--- src/rtl/keypad_entry_lock.sv ---
// Keypad password entry with failure counting and timed lockout.
// Checks debounced digits in order against a PASS_LEN-digit password.
module keypad_entry_lock #(
    parameter int DIGIT_W        = 4,
    parameter int PASS_LEN       = 12,
    parameter int MAX_FAILS      = 3,
    parameter int LOCKOUT_CYCLES = 1000,
    localparam int LEDW = PASS_LEN * DIGIT_W,
    localparam int DCW  = $clog2(PASS_LEN + 1),
    localparam int FCW  = (MAX_FAILS < 1) ? 1 : $clog2(MAX_FAILS + 1)
) (
    input  logic               clk,
    input  logic               reset,
    input  logic               enable,
    input  logic [DIGIT_W-1:0] key_val,
    input  logic               key_press,
    input  logic [LEDW-1:0]    passd,
    output logic [LEDW-1:0]    led_digits,
    output logic [DCW-1:0]     digit_count,
    output logic [FCW-1:0]     fail_count,
    output logic               E,
    output logic               locked
);

    localparam int TW = $clog2(LOCKOUT_CYCLES + 1);

    // With lockout disabled the counter saturates at its encodable maximum
    localparam logic [FCW-1:0] FAIL_SAT =
        (MAX_FAILS == 0) ? {FCW{1'b1}} : FCW'(MAX_FAILS);

    typedef enum logic [1:0] {
        IDLE,
        ENTRY,
        SUCCESS,
        LOCKOUT
    } state_t;

    state_t             state, state_d;
    logic               key_prev;
    logic [TW-1:0]      timer, timer_d;
    logic [LEDW-1:0]    led_d;
    logic [DCW-1:0]     dcnt_d;
    logic [FCW-1:0]     fcnt_d, fcnt_inc;
    logic               e_d, lock_d;
    logic               press_evt;
    logic [DIGIT_W-1:0] exp_digit;

    // Password digit expected next, selected by the correct-digit count
    always_comb begin
        exp_digit = '0;
        for (int i = 0; i < PASS_LEN; i++) begin
            if (digit_count == DCW'(i)) begin
                exp_digit = passd[i*DIGIT_W +: DIGIT_W];
            end
        end
    end

    // Next-state and next-output logic for the entry FSM
    always_comb begin
        state_d   = state;
        led_d     = led_digits;
        dcnt_d    = digit_count;
        fcnt_d    = fail_count;
        e_d       = E;
        lock_d    = locked;
        timer_d   = timer;
        press_evt = key_press & ~key_prev;
        fcnt_inc  = (fail_count == FAIL_SAT) ? fail_count
                                             : fail_count + FCW'(1);
        unique case (state)
            IDLE: begin
                led_d   = '0;
                dcnt_d  = '0;
                e_d     = 1'b0;
                lock_d  = 1'b0;
                timer_d = '0;
                if (enable) begin
                    state_d = ENTRY;
                end
            end
            ENTRY: begin
                if (!enable) begin
                    state_d = IDLE;
                    led_d   = '0;
                    dcnt_d  = '0;
                end else if (press_evt) begin
                    if (key_val == exp_digit) begin
                        led_d  = {led_digits[LEDW-DIGIT_W-1:0], key_val};
                        dcnt_d = digit_count + DCW'(1);
                        if (digit_count == DCW'(PASS_LEN - 1)) begin
                            state_d = SUCCESS;
                            e_d     = 1'b1;
                            fcnt_d  = '0;
                        end
                    end else begin
                        led_d  = '0;
                        dcnt_d = '0;
                        fcnt_d = fcnt_inc;
                        if (MAX_FAILS != 0 &&
                            fcnt_inc == FCW'(MAX_FAILS)) begin
                            state_d = LOCKOUT;
                            lock_d  = 1'b1;
                            timer_d = TW'(LOCKOUT_CYCLES);
                        end
                    end
                end
            end
            SUCCESS: begin
                if (!enable) begin
                    state_d = IDLE;
                    e_d     = 1'b0;
                    led_d   = '0;
                    dcnt_d  = '0;
                end
            end
            LOCKOUT: begin
                led_d  = '0;
                dcnt_d = '0;
                if (timer == TW'(1)) begin
                    lock_d  = 1'b0;
                    fcnt_d  = '0;
                    timer_d = '0;
                    state_d = enable ? ENTRY : IDLE;
                end else begin
                    timer_d = timer - TW'(1);
                end
            end
            default: begin
                state_d = IDLE;
            end
        endcase
    end

    // State, edge-detect and registered output update
    always_ff @(posedge clk or posedge reset) begin
        if (reset) begin
            state       <= IDLE;
            key_prev    <= 1'b0;
            timer       <= '0;
            led_digits  <= '0;
            digit_count <= '0;
            fail_count  <= '0;
            E           <= 1'b0;
            locked      <= 1'b0;
        end else begin
            state       <= state_d;
            key_prev    <= key_press;
            timer       <= timer_d;
            led_digits  <= led_d;
            digit_count <= dcnt_d;
            fail_count  <= fcnt_d;
            E           <= e_d;
            locked      <= lock_d;
        end
    end

endmodule

--- config.mk ---
export PLATFORM = sky130hd
export DESIGN_NAME = keypad_entry_lock
export DESIGN_NICKNAME = d
export VERILOG_FILES = /design/src/rtl/keypad_entry_lock.sv
export SDC_FILE = /design/constraint.sdc
export NUM_CORES = 1
export LEC_CHECK = 0
export CAP_MARGIN = 0
export CORE_MARGIN = 2
export CORE_UTILIZATION = 43
export DETAILED_ROUTE_END_ITERATION = 12
export PLACE_DENSITY_LB_ADDON = 0.12
export RECOVER_POWER = 100
export SYNTH_ARGS = -nofsm -noshare
export SYNTH_HDL_FRONTEND = slang
export SYNTH_SLANG_ARGS = --single-unit
--- constraint.sdc ---
create_clock -name clk -period 2.65 [get_ports clk]
set_input_delay 0.53 -clock clk [delete_from_list [all_inputs] [get_ports clk]]
set_output_delay 0.53 -clock clk [all_outputs]
set_load 0.01 [all_outputs]
==> results.md, run 1 <==
* Critical Path AT at 3.18 ns
* Worst EP required at 2.90 ns
* Final WS setup at -0.287 ns
* Initial DRT Pass Iterations at 4
* Remaining global-route overflow at 0
* Yosys Warn Count at 0
* Die area at 9570 sq um
* Post-synth EDFFs at 0
* Slowest cell delay on critical path at 0.46 ns
* Max-Cap Viols at 1
* Cells after synthesis at 380
* Worst Setup End Kind: flip-flop
* Final WL at 11100 microns
* CP Cell Sequence: buf_6 -> ha_4 -> buf_12 -> nand3b_1 -> a221oi_2 -> nor4_1 -> o32a_1 -> mux2_4 -> nand3_4 -> buf_6 -> or3_1 -> a32oi_1
* CTS HTree Levels at 3
* Die width at 97.8 microns
* Cell-internal power at 0.00179 W
* Met2 usage at 0.363
* Core Area at 8640 sq um
* Sinks on Clock Net at 69
* DRT iter0 DRCs at 128
* Failing checks: max-capacitance violations, max-slew violations, negative setup slack
* Busiest layer in global routing: met2
* DR vias at 3712
* Post-synth cell types at 64
* First-pass GRT wire length at 17900 microns
* Antenna violations before repair at 0
* Synthesized flop and latch total at 69
* Synth async-reset ratio at 1.00
* Cts bufs inserted at 9
* CTS tree: done
* PD cells at 444 nW/um^2
* DRT antenna net count at 0
* Clock transition at path regs at 0.08 ns
* Nets at 600
* Final hold violations at 0
* Post-Place Cells at 622
* Min Hold Slack at 0.495 ns
* Largest vdd supply drop at 0.000253 V
* Worst hold path type: flip-flop to flip-flop
* Period utilization at 1.11
* Syn Std Cell Area at 3780 sq um
* Critical path fanouts, max at 8
* Startpoint types: flip-flop
* Avg Inst Size Synth at 9.96 sq um
* Net Count, Synth at 442
* Routed len/inst at 17.0 microns
* Crit path max-delay family: compound AO/OA/AOI/OAI gates
* Number of global-route vias before repair at 3673
* Num rows at 34
* CP Buf/Inv Count at 3
* Gpl congestion at 0.859
* Setup violations, final at 68
* Clock power frac at 0.332
* CP dominant cell by count: buf_6
* Skew final at 0.0148 ns
* Total GRT Usage at 0.230
* Initial Util at 0.438
* Hold bufs inserted after CTS at 0
* Largest net degree at the start of global routing at 70
* Crit path from: digit_count[0]
* Leak at 2.63 nW
* Hpwl dp at 7720 microns
* Io pins at 112
* I/O Buffers at 111
* Met3 Usage GRT at 0.0408
* Die height at 97.8 microns
* Unrepaired setup endpoints after global routing: yes
* Max Fclk at 341 MHz
* Rel. slew slack at -0.105
* R2R Path Start: digit_count[0]
* Top FF cell, synth: dfrtp_1
* Crit path kind: flip-flop to flip-flop
* DRC viols at 0
* Logic pwr share at 0.203
* Pre-CTS WS at -0.420 ns
* Area grow syn2layout at 51.2%
* Share of cells above drive strength 1 at 0.201
* Worst-Margin Slew at 1.66 ns
* Max-slew violation count at 70
* Sequential power share at 0.466
* Max Root-Sink Buffers at 2
* DR vias/cell at 5.70
* HP Start: led_digits[42]
* Crit path time final at 2.94 ns
* Status: complete, but fails checks
* NetSw at 0.000744 W
* Worst-skew pair later-pin latency at 0.34 ns
* CTS Root Cell: clkbuf_8
* Final Non-Filler Cells at 651
* Antenna diode count at 0
* M1 GR Usage at 0.324
* Critical-path top delay cell: dfrtp_2
* Post-synthesis sequential area ratio at 0.456
* Switching share of power at 0.293
[layer usage]
layer | share of wire | vias to the layer above
li1 | - | 1766
met2 | 0.48 | 109
met4 | 0.014 | 0
met1 | 0.46 | 1825
met3 | 0.046 | 12
met5 | 0 | -
[worst paths after layout]
kind,cells past startpoint,slack (ns),to
worst max-delay path,12,-0.29,state[1]
max in group asynchronous,3,0.34,digit_count[0]
worst min-delay path,1,0.50,led_digits[46]
worst min register to register,1,0.50,led_digits[46]
worst max register to register,12,-0.29,state[1]
min in group asynchronous,3,1.21,led_digits[45]
[stage by stage]
step / instance area (sq um) / setup TNS [ns] / total power (W) / utilization
after floorplan: 3830 / -3.55 / 0.00147 / -
after global placement: 5320 / -22.59 / 0.00168 / 0.615
after detailed placement: 5320 / -24.88 / 0.00170 / 0.615
after CTS: 5730 / -10.16 / 0.00255 / 0.664
after global routing: 5720 / -22.25 / 0.00266 / 0.662
final: 5720 / -15.27 / 0.00254 / 0.662
[flip-flops by register name (all words and copies together), names as in the netlist]
name,cells
led_digits,48
E,1
state,2
locked,1
timer,10
digit_count,4
fail_count,2
key_prev,1
[timing repair]
| action | CTS | global route |
|---|---|---|
| endpoints found under the hold margin | 0 | 0 |
| buffers inserted | 10 | 4 |
| pin swaps | 3 | 31 |
| gates cloned | 2 | 0 |
| setup endpoints to repair | 68 | 68 |
| resized for setup | 25 | 10 |
[layout by cell type, fill, tap and decap left out, types with 11 or more instances in the layout]
| cell type | n |
|---|---|
| a21oi_1 | 35 |
| nand3_1 | 11 |
| dlygate4sd3_1 | 56 |
| dfrtp_1 | 67 |
| clkdlybuf4s50_1 | 55 |
| buf_4 | 51 |
| nor2_1 | 12 |
| a22o_1 | 50 |
| nand2_1 | 21 |
| inv_1 | 16 |
[Yosys cell counts, types with 2 or more instances]
library cell | instances | area share
nor2_1 | 14 | 0.014
a31oi_1 | 4 | 0.0066
and2_1 | 5 | 0.0083
a22o_1 | 50 | 0.12
clkbuf_1 | 8 | 0.0079
or3_1 | 3 | 0.0050
o31a_1 | 2 | 0.0046
nand4_1 | 2 | 0.0033
nand2b_1 | 7 | 0.012
nand3b_1 | 3 | 0.0060
a221o_1 | 2 | 0.0053
mux2i_1 | 2 | 0.0053
ha_1 | 6 | 0.020
a21oi_2 | 2 | 0.0046
dfrtp_1 | 69 | 0.46
o21bai_1 | 2 | 0.0040
a221oi_1 | 3 | 0.0069
a211o_1 | 3 | 0.0069
a22oi_1 | 4 | 0.0079
a32oi_1 | 3 | 0.0069
nand2_1 | 21 | 0.021
xnor2_1 | 2 | 0.0046
a211oi_1 | 4 | 0.0079
nand3_1 | 11 | 0.015
a2bb2oi_1 | 3 | 0.0069
o211ai_1 | 2 | 0.0040
and3_1 | 3 | 0.0050
inv_1 | 19 | 0.019
nor4_1 | 4 | 0.0066
nor2b_1 | 9 | 0.015
a21oi_1 | 35 | 0.046
buf_2 | 8 | 0.011
o21ai_0 | 13 | 0.017
buf_6 | 6 | 0.018
o31ai_1 | 4 | 0.0079
nor3_1 | 8 | 0.011
o21ba_2 | 2 | 0.0053
o22ai_1 | 6 | 0.0099
[cells by family after synthesis]
logic type	share of synthesized area
and+or+nand+nor	0.147
DFF	0.456
buffers and inverters	0.0582
xor gates and xnor gates	0.00695
AOI/OAI and AO/OA	0.301
muxes	0.0112
adders and majority gates	0.0198
[final cells by class]
class                      count  area, sq um
timing repair buffer         171         1610
multi-input combinational    268         1990
tap                          108          135
clock buffer                  11          131
fill                         684         2920
sequential                    69         1730
clock inverter                 5         61.3
inverter                      19         71.3
[power groups by stage]
stage / Clock, W / Sequential, W / Combinational, W
floorplan: 0 / 0.00118 / 0.000290
global placement: 0 / 0.00120 / 0.000485
detailed placement: 0 / 0.00120 / 0.000494
CTS: 0.000855 / 0.00118 / 0.000517
global route: 0.000898 / 0.00119 / 0.000570
finish: 0.000842 / 0.00118 / 0.000514
No activity file was read; power rests on OpenSTA's default activity.
==> run 2: changes to the inputs <==
- CORE_MARGIN: 2 -> default
==> results.md, run 2 (same netlist as run 1, synthesis figures left out) <==
* Fin util at 0.702 (was 0.662)
* Pre-CTS WS at -0.419 ns (was -0.420 ns)
* M1 GR Usage at 0.329 (was 0.324)
* Worst-skew pair later-pin latency at 0.34 ns (about the same)
* Multi-input gate area at 2040 sq um (was 1990 sq um)
* Failing checks: max-capacitance violations, max-slew violations, negative setup slack (unchanged)
* Crit path kind: flip-flop to flip-flop (unchanged)
* Total GRT Usage at 0.244 (was 0.230)
* CP Buf/Inv Count at 4 (was 3)
* Unrepaired setup endpoints after global routing: yes (unchanged)
* Nets at 601 (was 600)
* Final WL at 11300 microns (was 11100 microns)
* Critical-path top delay cell: dfrtp_2 (unchanged)
* Die height at 95.8 microns (was 97.8 microns)
* Max Root-Sink Buffers at 2 (unchanged)
* Die width at 95.8 microns (was 97.8 microns)
* Largest net degree at the start of global routing at 70 (unchanged)
* Met2 usage at 0.408 (was 0.363)
* Critical Path AT at 3.14 ns (was 3.18 ns)
* Final WS setup at -0.269 ns (was -0.287 ns)
* DRT iter0 DRCs at 158 (was 128)
* DR vias at 3732 (was 3712)
* Crit path time final at 2.92 ns (was 2.94 ns)
* Largest registers: led_digits x48, timer x10, digit_count x4 (unchanged)
* CP endpoint: digit_count[2] (was state[1])
* Reg2Reg Setup Slack at -0.27 ns (was -0.29 ns)
* Busiest layer in global routing: met2 (unchanged)
* Hpwl dp at 7500 microns (was 7720 microns)
* Num rows at 33 (was 34)
* Critical path fanouts, max at 14 (was 8)
* Skew final at 0.00977 ns (was 0.0148 ns)
* Initial DRT Pass Iterations at 5 (was 4)
* Final hold violations at 0 (unchanged)
* CP Cell Sequence: inv_4 -> ha_4 -> buf_12 -> nor4bb_1 -> a211oi_1 -> a211oi_1 -> nor2b_1 -> mux2_4 -> nand3_4 -> nor3_4 -> buf_4 -> buf_16 -> a211o_1 (was buf_6 -> ha_4 -> buf_12 -> nand3b_1 -> a221oi_2 -> nor4_1 -> o32a_1 -> mux2_4 -> nand3_4 -> buf_6 -> or3_1 -> a32oi_1)
* Max-Cap Viols at 1 (unchanged)
* Startpoint types: flip-flop (unchanged)
* Worst Setup End Kind: flip-flop (unchanged)
* Number of global-route vias before repair at 3462 (was 3673)
* CTS tree: done (unchanged)
* Area grow syn2layout at 55.6% (was 51.2%)
* CP dominant cell by count: a211oi_1 (was buf_6)
* Slowest cell delay on critical path at 0.48 ns (was 0.46 ns)
* Max-slew violation count at 70 (unchanged)
* Core Area at 8380 sq um (was 8640 sq um)
* Leak at 2.61 nW (was 2.63 nW)
* Sequential Area at 1730 sq um (unchanged)
* Stages on worst setup path at 13 (was 12)
* Io pins at 112 (unchanged)
* Antenna diode count at 0 (unchanged)
* Largest vdd supply drop at 0.000292 V (was 0.000253 V)
* Max reg flops at 48 (unchanged)
* PD cells at 464 nW/um^2 (was 444 nW/um^2)
* Sinks on Clock Net at 69 (unchanged)
* Gpl congestion at 0.886 (was 0.859)
* Max Fclk at 343 MHz (was 341 MHz)
* Antenna violations before repair at 0 (unchanged)
* Die area at 9180 sq um (was 9570 sq um)
* Cells on worst reg2reg path at 13 (was 12)
* Worst EP required at 2.87 ns (was 2.90 ns)
* Largest register by flop count: led_digits (unchanged)
* Cts bufs inserted at 9 (unchanged)
* Clock transition at path regs at 0.08 ns (about the same)
* Reg2reg end: digit_count[2] (was state[1])
* Commonest non-fill, non-tap cell in the layout: clkdlybuf4s50_1 (was dfrtp_1)
* Most frequent cells in the layout: clkdlybuf4s50_1, dfrtp_1, a22o_1 (was dfrtp_1, dlygate4sd3_1, clkdlybuf4s50_1)
* Worst hold path type: flip-flop to flip-flop (unchanged)
* Status: complete, but fails checks (unchanged)
* R2R Path Start: digit_count[0] (unchanged)
* Setup violations, final at 68 (unchanged)
* First-pass GRT wire length at 17200 microns (was 17900 microns)
* Period utilization at 1.10 (was 1.11)
* DRC viols at 0 (unchanged)
* DR vias/cell at 5.75 (was 5.70)
* Remaining global-route overflow at 0 (unchanged)
* # fillers at 627 (was 684)
* Crit path max-delay family: compound AO/OA/AOI/OAI gates (unchanged)
* Initial Util at 0.451 (was 0.438)
* Crit path from: digit_count[0] (unchanged)
* Worst-Margin Slew at 1.64 ns (was 1.66 ns)
* Met3 Usage GRT at 0.0434 (was 0.0408)
* I/O Buffers at 111 (unchanged)
* DRT antenna net count at 0 (unchanged)
* CTS HTree Levels at 3 (unchanged)
* CTS Root Cell: clkbuf_8 (unchanged)
* Share of cells above drive strength 1 at 0.224 (was 0.201)
* Rel. slew slack at -0.0952 (was -0.105)
* Routed len/inst at 17.4 microns (was 17.0 microns)
* Hold bufs inserted after CTS at 0 (unchanged)
run 2: changes by cell type in the layout (fill, tap and decap cells not counted), moves of 3 or more:
cell	change
clkdlybuf4s50_1	+29
dlygate4sd3_1	-29
a21oi_1	-6
a21oi_2	+6
buf_4	-3
run 2: final cells by class:
class | instances | share of cell area
clock inverters | 6 | 0.0159
well taps | 105 | 0.0223
flip-flops and latches | 69 | 0.294
clock buffers | 10 | 0.0234
inverters | 19 | 0.0130
multi-input cells | 268 | 0.346
repair buffers | 172 | 0.286
run 2: through the flow:
step	setup TNS (ns)	hold slack, ns	cell area (sq um)	std cells	power (W)
2_1_floorplan	-3.55	0.505	3830	380	0.00147
3_3_place_gp	-22.86	0.489	5320	618	0.00168
3_5_place_dp	-25.81	0.495	5320	618	0.00170
4_1_cts	-8.25	0.514	5730	640	0.00273
5_1_grt	-18.16	0.541	5890	649	0.00285
6_report	-9.96	0.503	5890	649	0.00273
run 2: power breakdown:
part / internal [W] / switching, W / leakage, nW / total, W
Clock: 0.000564 / 0.000425 / 0.113 / 0.000989
Combinational: 0.000272 / 0.000284 / 1.55 / 0.000556
Sequential: 0.00110 / 0.0000795 / 0.945 / 0.00118
run 2: worst min-delay path by stage:
stage                              start              to  slack (ns)  cells after the start
after floorplan                 timer[1]        timer[1]        0.50                      2
after global placement    led_digits[46]  led_digits[46]        0.49                      1
after detailed placement  led_digits[44]  led_digits[44]        0.50                      1
after CTS                 led_digits[44]  led_digits[44]        0.51                      1
after global routing      led_digits[47]  led_digits[47]        0.54                      1
final                     led_digits[44]  led_digits[44]        0.50                      1
run 2: repair_timing:
item,in CTS,in global routing
hold endpoints to repair,0,0
setup buffers,5,7
endpoints found under the setup margin,68,68
resized for setup,33,13
pin swaps,9,7
gates cloned,1,2
run 2: per-layer routing:
| metal | part of all wire | vias up |
|---|---|---|
| met5 | 0 | - |
| met4 | 0.0057 | 0 |
| met3 | 0.051 | 5 |
| met2 | 0.50 | 133 |
| met1 | 0.44 | 1829 |
| li1 | - | 1765 |
